$ cat src/rtl/ternary_popcount_acc_pkg.sv
// Shared types for the ternary popcount accumulator: activation codes, FSM states and
// the popcount width helper.
package tnn_pkg;

    typedef enum logic [1:0] {
        ACT_ZERO = 2'b00,
        ACT_POS  = 2'b01,
        ACT_NEG  = 2'b11
    } act_e;

    typedef enum logic [1:0] {
        ACC,
        FLUSH,
        HOLD
    } fsm_e;

    function automatic int unsigned pc_width(input int unsigned width);
        return $clog2(width + 1);
    endfunction

endpackage

$ cat src/rtl/ternary_popcount_acc_if.sv
// Beat input / result output bundle of the ternary popcount accumulator.
// master is the producer/consumer side; slave is the accumulator itself.
interface ternary_popcount_acc_if #(
    parameter int unsigned WIDTH = 22,
    parameter int unsigned ACC_W = 12
);

    logic                    in_valid;
    logic                    in_ready;
    logic [WIDTH-1:0]        in_pos;
    logic [WIDTH-1:0]        in_neg;
    logic                    in_last;
    logic signed [ACC_W-1:0] thr_hi;
    logic signed [ACC_W-1:0] thr_lo;
    logic                    out_valid;
    logic                    out_ready;
    logic signed [ACC_W-1:0] out_sum;
    logic [1:0]              out_act;
    logic                    out_ovf;

    modport master (
        output in_valid, in_pos, in_neg, in_last, thr_hi, thr_lo, out_ready,
        input  in_ready, out_valid, out_sum, out_act, out_ovf
    );

    modport slave (
        input  in_valid, in_pos, in_neg, in_last, thr_hi, thr_lo, out_ready,
        output in_ready, out_valid, out_sum, out_act, out_ovf
    );

endinterface

$ cat src/rtl/ternary_popcount_acc_popcount_tree.sv
// Combinational popcount: full adders compress bit triples into 2-bit counts, which are
// then summed in a ripple chain. Optionally zeroes the low TRUNC bits of the result.
module popcount_tree
    import tnn_pkg::*;
#(
    parameter int unsigned WIDTH = 22,
    parameter int unsigned TRUNC = 0
) (
    input  logic [WIDTH-1:0]              bits,
    output logic [pc_width(WIDTH)-1:0]    count
);

    localparam int unsigned PC_W = pc_width(WIDTH);
    localparam int unsigned NFA  = (WIDTH + 2) / 3;
    localparam logic [PC_W-1:0] MASK = ~PC_W'((1 << TRUNC) - 1);

    logic [3*NFA-1:0] padded;
    logic [NFA-1:0]   fa_s;
    logic [NFA-1:0]   fa_c;
    logic [PC_W-1:0]  raw;

    assign padded = (3 * NFA)'(bits);

    for (genvar i = 0; i < NFA; i++) begin : g_fa
        logic a, b, c;
        assign a       = padded[3*i];
        assign b       = padded[3*i+1];
        assign c       = padded[3*i+2];
        assign fa_s[i] = a ^ b ^ c;
        assign fa_c[i] = (a & b) | (c & (a ^ b));
    end

    always_comb begin
        raw = '0;
        for (int i = 0; i < NFA; i++) begin
            raw = raw + PC_W'({fa_c[i], fa_s[i]});
        end
    end

    assign count = raw & MASK;

endmodule

$ cat src/rtl/ternary_popcount_acc.sv
// Streaming ternary neuron: accumulates popcount(pos) - popcount(neg) over a frame through a
// two-stage pipe, saturates, and presents the sum with a thresholded ternary activation.
module ternary_popcount_acc
    import tnn_pkg::*;
#(
    parameter int unsigned WIDTH     = 22,
    parameter int unsigned MAX_BEATS = 16,
    parameter int unsigned ACC_W     = 12,
    parameter int unsigned TRUNC     = 0
) (
    input logic                   clk,
    input logic                   rst,
    ternary_popcount_acc_if.slave bus
);

    localparam int unsigned PC_W  = pc_width(WIDTH);
    localparam int unsigned CNT_W = $clog2(MAX_BEATS + 1);
    localparam logic [CNT_W-1:0] LAST_CNT = CNT_W'(MAX_BEATS - 1);

    fsm_e                    state_q, state_d;
    logic [CNT_W-1:0]        cnt_q, cnt_d;
    logic                    accept, first_beat, last_beat, forced;
    logic [PC_W-1:0]         pc_p, pc_n, pc_p_q, pc_n_q;
    logic                    s1_valid_q, s1_first_q, s1_last_q, s2_last_q;
    logic signed [ACC_W-1:0] acc_q, thr_hi_q, thr_lo_q;
    logic [ACC_W-1:0]        base, acc_next;
    logic [PC_W+1:0]         diff;
    logic [ACC_W+1:0]        base_ext, diff_ext, sum_ext;
    logic                    clamp, sat_q, ovf_q;
    act_e                    act;

    popcount_tree #(.WIDTH(WIDTH), .TRUNC(TRUNC)) u_pc_pos (.bits(bus.in_pos), .count(pc_p));
    popcount_tree #(.WIDTH(WIDTH), .TRUNC(TRUNC)) u_pc_neg (.bits(bus.in_neg), .count(pc_n));

    assign accept     = bus.in_valid && bus.in_ready;
    assign first_beat = (cnt_q == '0);
    assign forced     = (cnt_q == LAST_CNT) && !bus.in_last;
    assign last_beat  = bus.in_last || (cnt_q == LAST_CNT);
    assign cnt_d      = accept ? (last_beat ? '0 : cnt_q + 1'b1) : cnt_q;

    // Two guard bits: any out-of-range sum shows up as disagreement in the top three bits.
    always_comb begin
        base     = s1_first_q ? '0 : acc_q;
        diff     = {2'b00, pc_p_q} - {2'b00, pc_n_q};
        diff_ext = {{(ACC_W - PC_W){diff[PC_W+1]}}, diff};
        base_ext = {{2{base[ACC_W-1]}}, base};
        sum_ext  = base_ext + diff_ext;
        clamp    = sum_ext[ACC_W+1:ACC_W-1] != {3{sum_ext[ACC_W+1]}};
        acc_next = sum_ext[ACC_W-1:0];
        if (clamp) begin
            acc_next = sum_ext[ACC_W+1] ? {1'b1, {(ACC_W-1){1'b0}}} : {1'b0, {(ACC_W-1){1'b1}}};
        end
    end

    always_comb begin
        state_d       = state_q;
        bus.in_ready  = 1'b0;
        bus.out_valid = 1'b0;
        unique case (state_q)
            ACC: begin
                bus.in_ready = 1'b1;
                if (accept && last_beat) state_d = FLUSH;
            end
            FLUSH: begin
                if (s2_last_q) state_d = HOLD;
            end
            HOLD: begin
                bus.out_valid = 1'b1;
                if (bus.out_ready) state_d = ACC;
            end
            default: state_d = ACC;
        endcase
    end

    always_comb begin
        act = ACT_ZERO;
        if (acc_q > thr_hi_q) begin
            act = ACT_POS;
        end else if (acc_q < thr_lo_q) begin
            act = ACT_NEG;
        end
    end

    assign bus.out_sum = acc_q;
    assign bus.out_act = act;
    assign bus.out_ovf = ovf_q | sat_q;

    always_ff @(posedge clk) begin
        if (rst) begin
            state_q    <= ACC;
            cnt_q      <= '0;
            s1_valid_q <= 1'b0;
            s1_first_q <= 1'b0;
            s1_last_q  <= 1'b0;
            s2_last_q  <= 1'b0;
            pc_p_q     <= '0;
            pc_n_q     <= '0;
            acc_q      <= '0;
            sat_q      <= 1'b0;
            ovf_q      <= 1'b0;
            thr_hi_q   <= '0;
            thr_lo_q   <= '0;
        end else begin
            state_q    <= state_d;
            cnt_q      <= cnt_d;
            s1_valid_q <= accept;
            s1_last_q  <= accept && last_beat;
            s2_last_q  <= s1_valid_q && s1_last_q;
            if (accept) begin
                s1_first_q <= first_beat;
                pc_p_q     <= pc_p;
                pc_n_q     <= pc_n;
                ovf_q      <= (first_beat ? 1'b0 : ovf_q) | forced;
                if (first_beat) begin
                    thr_hi_q <= bus.thr_hi;
                    thr_lo_q <= bus.thr_lo;
                end
            end
            if (s1_valid_q) begin
                acc_q <= acc_next;
                sat_q <= (s1_first_q ? 1'b0 : sat_q) | clamp;
            end
        end
    end

endmodule

$ cat src/flat_wrapper.sv
// flat-port wrapper written by rule: the top's interface ports become plain ports
module ternary_popcount_acc_flat import tnn_pkg::*;
#(
    parameter int unsigned WIDTH     = 22,
    parameter int unsigned MAX_BEATS = 16,
    parameter int unsigned ACC_W     = 12,
    parameter int unsigned TRUNC     = 0
)
  (clk, rst, bus_in_valid, bus_in_pos, bus_in_neg, bus_in_last, bus_thr_hi, bus_thr_lo, bus_out_ready, bus_in_ready, bus_out_valid, bus_out_sum, bus_out_act, bus_out_ovf);
  ternary_popcount_acc_if #(.WIDTH(WIDTH), .ACC_W(ACC_W)) bus_i ();
  input logic clk;
  input logic rst;
  input wire logic [$bits(bus_i.in_valid)-1:0] bus_in_valid;
  input wire logic [$bits(bus_i.in_pos)-1:0] bus_in_pos;
  input wire logic [$bits(bus_i.in_neg)-1:0] bus_in_neg;
  input wire logic [$bits(bus_i.in_last)-1:0] bus_in_last;
  input wire logic [$bits(bus_i.thr_hi)-1:0] bus_thr_hi;
  input wire logic [$bits(bus_i.thr_lo)-1:0] bus_thr_lo;
  input wire logic [$bits(bus_i.out_ready)-1:0] bus_out_ready;
  output wire logic [$bits(bus_i.in_ready)-1:0] bus_in_ready;
  output wire logic [$bits(bus_i.out_valid)-1:0] bus_out_valid;
  output wire logic [$bits(bus_i.out_sum)-1:0] bus_out_sum;
  output wire logic [$bits(bus_i.out_act)-1:0] bus_out_act;
  output wire logic [$bits(bus_i.out_ovf)-1:0] bus_out_ovf;
  assign bus_i.in_valid = bus_in_valid;
  assign bus_i.in_pos = bus_in_pos;
  assign bus_i.in_neg = bus_in_neg;
  assign bus_i.in_last = bus_in_last;
  assign bus_i.thr_hi = bus_thr_hi;
  assign bus_i.thr_lo = bus_thr_lo;
  assign bus_i.out_ready = bus_out_ready;
  assign bus_in_ready = bus_i.in_ready;
  assign bus_out_valid = bus_i.out_valid;
  assign bus_out_sum = bus_i.out_sum;
  assign bus_out_act = bus_i.out_act;
  assign bus_out_ovf = bus_i.out_ovf;
  ternary_popcount_acc #(.WIDTH(WIDTH), .MAX_BEATS(MAX_BEATS), .ACC_W(ACC_W), .TRUNC(TRUNC)) u_core (.clk(clk), .rst(rst), .bus(bus_i));
endmodule
$ cat config.mk
export PLATFORM = sky130hd
export DESIGN_NAME = ternary_popcount_acc_flat
export DESIGN_NICKNAME = d
export VERILOG_FILES = /design/src/rtl/ternary_popcount_acc_pkg.sv /design/src/rtl/ternary_popcount_acc_if.sv /design/src/rtl/ternary_popcount_acc_popcount_tree.sv /design/src/rtl/ternary_popcount_acc.sv /design/src/flat_wrapper.sv
export SDC_FILE = /design/constraint.sdc
export NUM_CORES = 1
export LEC_CHECK = 0
export BUFFER_PORTS_ARGS = -buffer_cell sky130_fd_sc_hd__buf_2
export CORE_MARGIN = 3
export CORE_UTILIZATION = 50
export CTS_BUF_LIST = sky130_fd_sc_hd__clkbuf_2
export DETAILED_ROUTE_END_ITERATION = 10
export PLACE_DENSITY = 0.71
export SYNTH_ARGS = -nofsm -noshare
export SYNTH_HDL_FRONTEND = slang
export SYNTH_SLANG_ARGS = --single-unit
$ cat constraint.sdc
create_clock -name clk -period 14.6 [get_ports clk]
set_clock_uncertainty 0.05 [all_clocks]
set_input_delay 2.19 -clock clk [delete_from_list [all_inputs] [get_ports clk]]
set_output_delay 2.19 -clock clk [all_outputs]
set_load 0.02 [all_outputs]
==> metrics <==
status=finished, final reports clean; total setup violations reported at the end of the flow=0; Post-Layout Inst Area=5475 um^2; Die ar.=10900 um^2; synthesized cell area=roughly 4800 um^2; post-synthesis instance total=~560; drt wl/cell=between 10 and 15 um; transition time at the pin with the least slew margin=approximately 1000 ps; initial antenna violation count=0; minimum period implied by the final worst setup slack=roughly 6000 ps; violation count after the first detailed-routing iteration=115; number of max-slew violations in the final report=0; Peak supply drop=86.41 uV; post-synthesis area per instance=between 8 and 9 um^2; type of the worst min-delay path=reg2reg; TritonCTS clock tree=yes; startpoint kind of the worst setup timing path=input port; Setup CP Type=in2reg; DR vias/cell=just over 5; number of top-level pins=90; number of register bits inferred by synthesis=59; pin count of the biggest net entering global routing=61; antenna-violating nets left=0; number of global-route vias before repair=3948; power per cell area=189.4 nW/um^2; final routed wirelength across all metal layers=~10 mm; Leak Pwr=around 2.6 nW; Residual DRC=0; placed instance area=~5400 um^2; post-synthesis net count=a little over 700; setup fix buffers added after clock tree synthesis=0; max-cap check violation count=0; post-cts repair resize count=0; final critical-path share of the clock period=between 40% and 50%; unrepaired setup endpoints after global routing=false; leading cell type in the layout, fill and taps excluded=inv_1; overflow left after global routing=0; post-DP HPWL=approximately 8 mm; total vias in the final route=a little under 4000; Worst-Skew Late Latency=between 400 and 500 ps; number of filler instances in the final layout=858; tightest slew margin relative to the limit=between 20% and 30%; Crit Path Max Fanout=2; dominant cells by area after synthesis=dfxtp_1 24%, fa_1 15%, ha_1 14%, inv_1 7.2%, a21oi_1 5.7%; share of synthesized flip-flops with an asynchronous set or reset=0%; most common flop cell mapped by yosys=dfxtp_1; Critical Path AT=between 6000 and 7000 ps; top cell type's share of synthesized area=between 20% and 30%; area leader, netlist=dfxtp_1; number of distinct library cells after synthesis=52; footprint of the flip-flops and latches=1181 um^2; starting density of the core=around half; number of H-tree levels=3; part of the Yosys area used for sequential elements=between 20% and 30%; wire length of the first global-routing pass=between 15 and 20 mm; share of layout cells above drive strength 1=between 20 and 25%; cell at the root of the clock tree=clkbuf_2; combined area of the multi-input logic cells=between 3000 and 4000 um^2; Die X=104.4 um; Layout Nets=805; standard-cell rows=35; total global routing track utilization=a little under a fifth; number of hold-repair buffers added at the cts stage=0; RD Place Congestion=0.8141; final hold vios=0; FMAX=approximately 170 MHz; sort of element at the end of the critical path=flop; clk sinks=around 60; port buffer count=89; signed area change from the synthesized netlist to the final layout=13.10%; area of the core=about 9300 um^2; final total negative setup slack=0 ps; Clock transition at path regs=approximately 180 ps; data required time of the critical path=roughly 15000 ps; most frequent cells in the layout=93 x inv_1, 89 x buf_2, 66 x nand2_1, 59 x dfxtp_1; Die H=approximately 100 um; antenna diode count=0; warning count from the yosys run=0; cts bufs inserted=9; maximum number of buffers from clock root to sink=2; count of flip-flops with a built-in enable after synthesis=0; detailed-router iteration count before antenna repair=4
## cell type report
type	instances	share of cell area, %
Clock inverter	7	1.257
Multi-Input combinational cell	388	58.75
Inverter	93	6.376
Clock buffer	9	0.8227
Tap cell	129	2.948
Timing Repair Buffer	90	8.272
Sequential cell	59	21.57
## Yosys cell counts, types with 2 or more instances
master    count
a211oi_2     12
o21ai_0      10
nor2b_1      14
clkbuf_1     18
nand2_1      66
nand3_1       6
dfxtp_1      59
buf_6         2
nand4_1       2
o22ai_1       2
nand2b_1      4
and2_1        2
a211oi_1      9
maj3_2       11
or3_1         2
nor3_1        7
xor2_1       10
fa_1         36
nor2_1       33
inv_1        93
o21a_1        5
nor4_1        2
nand3b_1      2
and3_1        2
o21bai_1      2
a21o_1       11
xnor2_1       6
ha_1         55
a21oi_1      55
## per-stage QoR
step	hold WS (ps)	util [%]	worst slack, ps	total power, mW	instances
after global routing	426.1	58.70	8595	1.147	775
final	400.7	58.70	8735	1.037	775
after CTS	411.1	58.70	8731	1.048	775
after global placement	387.5	57.48	8276	0.9157	759
after floorplan	354.5	-	8471	0.8212	561
after detailed placement	383.7	57.48	8187	0.9418	759
## cells by family after synthesis
kind of cell / count (synthesis) / share of synthesized area [%]
compound gates: 117 / 16.80
xor+xnor: 17 / 3.231
fa+ha+maj: 102 / 31.66
buf+inv: 114 / 9.149
flops: 59 / 24.40
mux: 2 / 0.4394
simple gates: 150 / 14.32
## flip-flops by register name, indices dropped and copies added (netlist names), 2 cells and up
name                cells
u_core.bus.out_sum     12
u_core.cnt_q            5
u_core.pc_n_q           5
u_core.pc_p_q           5
u_core.state_q          2
u_core.thr_hi_q        12
u_core.thr_lo_q        12
## final timing paths
kind,start,endpoint,slack (ps),cells after the start
min,u_core.s1_last_q,u_core.s2_last_q,400,2
max,bus_in_neg[0],u_core.pc_n_q[3],8740,16
max reg2reg,u_core.pc_n_q[1],u_core.bus.out_sum[0],10320,14
min reg2reg,u_core.s1_last_q,u_core.s2_last_q,400,2
## metal layers
layer / wire length [um] / track usage, % / vias to the layer above
li1: - / - / 1997
met1: 4198 / 21.30 / 1881
met2: 5425 / 36.25 / 69
met3: 334 / 4.221 / 5
met4: 43 / 3.229 / 0
met5: 0 / 0 / -
## report_power, final
group	switching, mW	total [mW]	internal, mW
registers	0.0229	0.205	0.183
logic	0.397	0.729	0.332
clock network	0.0632	0.102	0.0388
total	0.483	1.04	0.553
## worst max-delay path, cell delays in order
cell and delay (ps):
buf_2 70, inv_1 40, fa_1 530, inv_1 40, ha_1 180, inv_1 60
fa_1 450, fa_1 530, fa_1 530, fa_1 620, inv_1 60, ha_1 280
a21o_1 150, a21oi_1 170, xnor2_1 80, a211oi_1 220
Note: power is estimated with default switching activity, not from simulation.
